==> config.mk <==
export PLATFORM = sky130hd
export DESIGN_NAME = bin_to_bcd_seq
export DESIGN_NICKNAME = d
export VERILOG_FILES = /design/src/rtl/bin_to_bcd_seq.sv
export SDC_FILE = /design/constraint.sdc
export NUM_CORES = 1
export LEC_CHECK = 0
export BUFFER_PORTS_ARGS = -buffer_cell sky130_fd_sc_hd__buf_2
export CORE_MARGIN = 8
export CORE_UTILIZATION = 30
export DETAILED_ROUTE_END_ITERATION = 10
export PLACE_DENSITY = 0.52
export SKIP_CTS_REPAIR_TIMING = 1
export SLEW_MARGIN = 0
export SYNTH_ARGS = -nofsm -noshare
export SYNTH_HDL_FRONTEND = slang
export SYNTH_SLANG_ARGS = --single-unit
==> constraint.sdc <==
create_clock -name clk -period 4.55 [get_ports clk]
set_clock_uncertainty 0.05 [all_clocks]
set_input_delay 0.6825 -clock clk [delete_from_list [all_inputs] [get_ports clk]]
set_output_delay 0.6825 -clock clk [all_outputs]
set_load 0.01 [all_outputs]
==> src/rtl/bin_to_bcd_seq.sv <==
// Sequential double-dabble binary-to-BCD converter, one bit per clock.
// Define BIN_TO_BCD_BLANK_EN to blank leading zeros (code 4'hF) in digit2/digit1.
module bin_to_bcd_seq #(
  parameter int WIDTH = 10
) (
  input  logic             clk,
  input  logic             reset_n,
  input  logic             start,
  input  logic [WIDTH-1:0] bin_in,
  output logic             busy,
  output logic             done,
  output logic             overflow,
  output logic [3:0]       digit0,
  output logic [3:0]       digit1,
  output logic [3:0]       digit2
);

  typedef enum logic {IDLE, CONV} state_t;

  localparam logic [3:0] LAST = 4'(WIDTH - 1);
`ifdef BIN_TO_BCD_BLANK_EN
  localparam logic [3:0] RST_HI = 4'hF;
`else
  localparam logic [3:0] RST_HI = 4'h0;
`endif

  state_t           state;
  logic [WIDTH-1:0] sh;
  logic [11:0]      bcd;
  logic [3:0]       cnt;
  logic             ovf_pending;

  logic             ovf_in;
  logic [3:0]       a0, a1;
  logic [2:0]       a2;
  logic [11:0]      bcd_nxt;
  logic [3:0]       out2, out1;

  // Bins above 999 cannot occur for WIDTH <= 9, so this folds to 0 there.
  assign ovf_in = {{(11-WIDTH){1'b0}}, bin_in} > 11'd999;

  // Hundreds nibble loses its MSB in the shift anyway, so only 3 bits are kept.
  always_comb begin
    a0 = (bcd[3:0] >= 4'd5) ? bcd[3:0] + 4'd3 : bcd[3:0];
    a1 = (bcd[7:4] >= 4'd5) ? bcd[7:4] + 4'd3 : bcd[7:4];
    a2 = (bcd[11:8] >= 4'd5) ? 3'(bcd[10:8] + 3'd3) : bcd[10:8];
    bcd_nxt = {a2, a1, a0, sh[WIDTH-1]};
  end

  always_comb begin
    out2 = bcd_nxt[11:8];
    out1 = bcd_nxt[7:4];
`ifdef BIN_TO_BCD_BLANK_EN
    if (bcd_nxt[11:8] == 4'd0) begin
      out2 = 4'hF;
      if (bcd_nxt[7:4] == 4'd0) out1 = 4'hF;
    end
`endif
  end

  always_ff @(posedge clk or negedge reset_n) begin
    if (!reset_n) begin
      state       <= IDLE;
      sh          <= '0;
      bcd         <= '0;
      cnt         <= '0;
      ovf_pending <= 1'b0;
      busy        <= 1'b0;
      done        <= 1'b0;
      overflow    <= 1'b0;
      digit2      <= RST_HI;
      digit1      <= RST_HI;
      digit0      <= 4'h0;
    end else begin
      done <= 1'b0;
      case (state)
        IDLE: if (start) begin
          sh          <= bin_in;
          bcd         <= '0;
          cnt         <= '0;
          ovf_pending <= ovf_in;
          busy        <= 1'b1;
          state       <= CONV;
        end
        CONV: begin
          sh  <= {sh[WIDTH-2:0], 1'b0};
          bcd <= bcd_nxt;
          cnt <= cnt + 4'd1;
          if (cnt == LAST) begin
            if (ovf_pending) begin
              digit2 <= 4'd9;
              digit1 <= 4'd9;
              digit0 <= 4'd9;
            end else begin
              digit2 <= out2;
              digit1 <= out1;
              digit0 <= bcd_nxt[3:0];
            end
            overflow <= ovf_pending;
            done     <= 1'b1;
            busy     <= 1'b0;
            state    <= IDLE;
          end
        end
        default: state <= IDLE;
      endcase
    end
  end

endmodule

==> summary.md <==
The repair_antennas step left the layout with diodes totalling 0. The floorplan step defined a core boundary enclosing 6756 um2. In the layout the commonest cells are sky130_fd_sc_hd__dfrtp_1, sky130_fd_sc_hd__buf_2, sky130_fd_sc_hd__nand2_1.

The clock drives 43 sinks. The clock root buffer is sky130_fd_sc_hd__clkbuf_8. The signal on the critical path passes through inv_1 > ha_1 > nand4b_2 > nor2_1 > a21oi_1.

Entering global routing, the biggest net connects 49 pins. The highest ir drop seen on vdd was 233.1 uV; the insertion delay to the later sink of the worst-skew pair was 0.28 ns. Power per cell area: 691.4 nW/um2. The number of cells after detailed placement is 294. The library cell used most frequently in the layout, excluding fill and tap cells, is sky130_fd_sc_hd__dfrtp_1.

The run gives 4.65 ns as the required time reported for the critical path endpoint. After global routing, the most crowded layer is met2. The path class of the tightest hold or removal check is reg -> reg.

The die covers 9827 um2. The flow ran to the end, and the final reports show no timing, DRC or antenna violations. The first detailed-routing pass ran for 4 iterations.

The post-detailed-route wirelength per cell is 13.74 um. The most used flip-flop cell after synthesis is sky130_fd_sc_hd__dfrtp_1. Origin of the critical flop-to-flop path: cnt[1]. Setup total negative slack on the finished layout was measured at 0 ns. The number of clock buffers added by TritonCTS is 5. Among all stages on the critical path, the largest delay is contributed by sky130_fd_sc_hd__nor2_1.

For this run, global-route usage on met2 was measured as 13.88%. Yosys printed 0 warnings. The number of buffers inserted by port buffering works out to 27. Once the floorplan was initialized, standard cells occupied 30.69% of the core.

The number of hold-slack violations in the final timing report is 0. The total nets after synthesis came out at 216. Number of fillers in the final layout: 688.

The number of maximum-capacitance constraint violations is 0, and the placed wire-length estimate is 2839 um. The clock-pin slew reported for the worst setup and hold paths after clock tree synthesis works out to 0.08 ns. Wires add up to 4149 um. The worst hold path begins at digit0[0]. Timing would allow up to 0.5056 GHz. A synthesized cell averages 10.63 um2.

For this block, the initial DRC count from the detailed router was 63. After synthesis, the cell types taking the most area are sky130_fd_sc_hd__dfrtp_1, sky130_fd_sc_hd__mux2i_1, sky130_fd_sc_hd__ha_1. The buffer levels on the longest clock path came out at 2.

The post-synthesis instance total was 195; the number of H-tree levels was 2. At the placement stage, the worst setup path has a slack of 2.550 ns. Setup violations remaining at the end of the flow were counted as 0.

In this run the cell area measured after placement is 2266 um2. The die is 99.13 um tall. The logs give 32.87% for the normalized max-slew margin and 2.57 ns for the register-to-register setup slack.

Of all cell types, the one taking the most synthesized area is sky130_fd_sc_hd__dfrtp_1. For this run, asynchronously set or reset flops after synthesis account for 100.0%. The first global-routing pass estimated 7127 um of wire. Global routing finished with a remaining overflow of 0.

Dividing the final minimum period by the clock period gives 43.47%. The initial antenna violation count was 0. The global-route met3 utilization was 3.771%. Critical register-to-register path endpoint: digit0[3].

The synthesized design contains 0 enable-type register cells. The final weighted congestion in routability-driven placement was 0.7600. The final core utilization is 35.02%, and the cell depth of the worst min-delay path is 2. The tools report the met1 demand-to-capacity share in global routing as 11.21%. After routing the design area is 2366 um2. Setup repair after global routing left no endpoint under its margin.

The logs give 2.07 ns for the worst endpoint data arrival time and 302 for the non-filler instance count after layout. For the number of placed I/O pins, the log shows 28. The synthesized design devotes to its leading area cell type 51.90% of total area. STA classifies the critical path startpoint as a flip-flop. Leakage power: 1.159 nW. The register bit total from synthesis is 43. TritonCTS built the clock tree.

In the global route stage, overall resource usage came out at 9.020%. For the distinct cell type count after synthesis, the log shows 28. The terminating pin of the worst hold path is digit0[0]. The tools report the capturing element type of the critical path as a flip-flop. The die is 99.13 um wide. The critical path is of the reg -> reg type.

Along the worst path, the maximum fanout reaches 12. The floorplan has 30 rows. For the pin with the worst max-slew slack, the measured transition is 1.007 ns. The mapped netlist covers 2073 um2. The final routed DRC violation total is 0, and the via count of the first global-routing pass is 1485. The proportion of synthesized chip area in sequential cells is 51.90%, and the number of nets with antenna violations after routing is 0. The net count of the finished layout is 242. Relative to the synthesized area, the layout overhead comes to 14.12%. The run gives 2.572 ns as the worst setup slack after layout.

The smallest clock period supported by the final layout is computed as 1.978 ns. For this block, the via count after detailed routing is 1457. The via count normalized by instance count came out at 4.825. Across all hold checks on the routed design, the worst slack comes to 0.4253 ns. After layout, the design draws a total of 1.636 mW.

The length in cells of the worst reg-to-reg path was 5. The post-route netlist has 17.57% of its cells at a drive strength greater than 1. The largest stage delay on the critical path is 0.65 ns. For the number of slew-limit violations in the final report, the log shows 0.
==> area by class of cell <==
cell class	instances	area (um2)	area share (%)
clock buffer	8	100.1	4.231
inverter	11	41.29	1.745
multi-input combinational	132	905.9	38.29
sequential	43	1076	45.48
tap	80	100.1	4.231
timing repair buffer	28	142.6	6.029
==> power by group <==
group / total [mW] / internal (mW) / leakage [nW] / switching, mW
Combinational: 0.701 / 0.326 / 0.566 / 0.375
Sequential: 0.671 / 0.549 / 0.542 / 0.122
Clock: 0.264 / 0.139 / 0.0515 / 0.125
==> worst max-delay path by stage <==
stage          startpoint         to  cells after the start
4_1_cts            cnt[1]  digit0[3]                      5
3_3_place_gp       cnt[1]  digit0[3]                      5
5_1_grt            cnt[1]  digit0[3]                      5
3_5_place_dp       cnt[1]  digit0[3]                      5
2_1_floorplan      bcd[0]  digit0[2]                      5
6_report           cnt[1]  digit0[3]                      5
==> Yosys cell counts, types with 2 or more instances <==
master	n
sky130_fd_sc_hd__a21o_1	6
sky130_fd_sc_hd__a21oi_1	12
sky130_fd_sc_hd__a21oi_2	2
sky130_fd_sc_hd__a22o_1	6
sky130_fd_sc_hd__buf_2	7
sky130_fd_sc_hd__dfrtp_1	43
sky130_fd_sc_hd__ha_1	8
sky130_fd_sc_hd__inv_1	11
sky130_fd_sc_hd__mux2i_1	17
sky130_fd_sc_hd__nand2_1	21
sky130_fd_sc_hd__nand2b_1	5
sky130_fd_sc_hd__nand3_1	2
sky130_fd_sc_hd__nor2_1	11
sky130_fd_sc_hd__nor3_1	3
sky130_fd_sc_hd__nor3b_1	8
sky130_fd_sc_hd__o21ai_0	16
sky130_fd_sc_hd__o31ai_1	3
sky130_fd_sc_hd__xnor2_1	4
==> critical path: cells and delay by family (launching register included) <==
| kind | cells | cell delay (ns) |
|---|---|---|
| AOI/OAI and AO/OA | 1 | 0.15 |
| adders and majority gates | 1 | 0.16 |
| buffers and inverters | 1 | 0.08 |
| DFF | 1 | 0.40 |
| and+or+nand+nor | 2 | 1.01 |
==> flip-flops by register name (all words and copies together) (netlist names), 4 cells and up <==
register,count
bcd,12
sh,10
cnt,4
digit0,4
digit1,4
digit2,4
==> logic make-up (layout without fill, tap and decap cells) <==
kind of cell    after synthesis  count (layout)  share of synthesized area [%]
mux                          17              17                          8.207
buf+inv                      20              47                          4.405
fa+ha+maj                     8               8                          4.828
xor+xnor                      5               5                          2.112
simple gates                 54              54                          13.10
compound gates               48              48                          15.45
flops                        43              43                          51.90
==> per-layer routing <==
layer,vias up,wire length (um)
li1,725,-
met2,29,1795
met4,0,33
met1,698,2062
met5,-,0
met3,5,258
No activity file was read; power rests on OpenSTA's default activity.
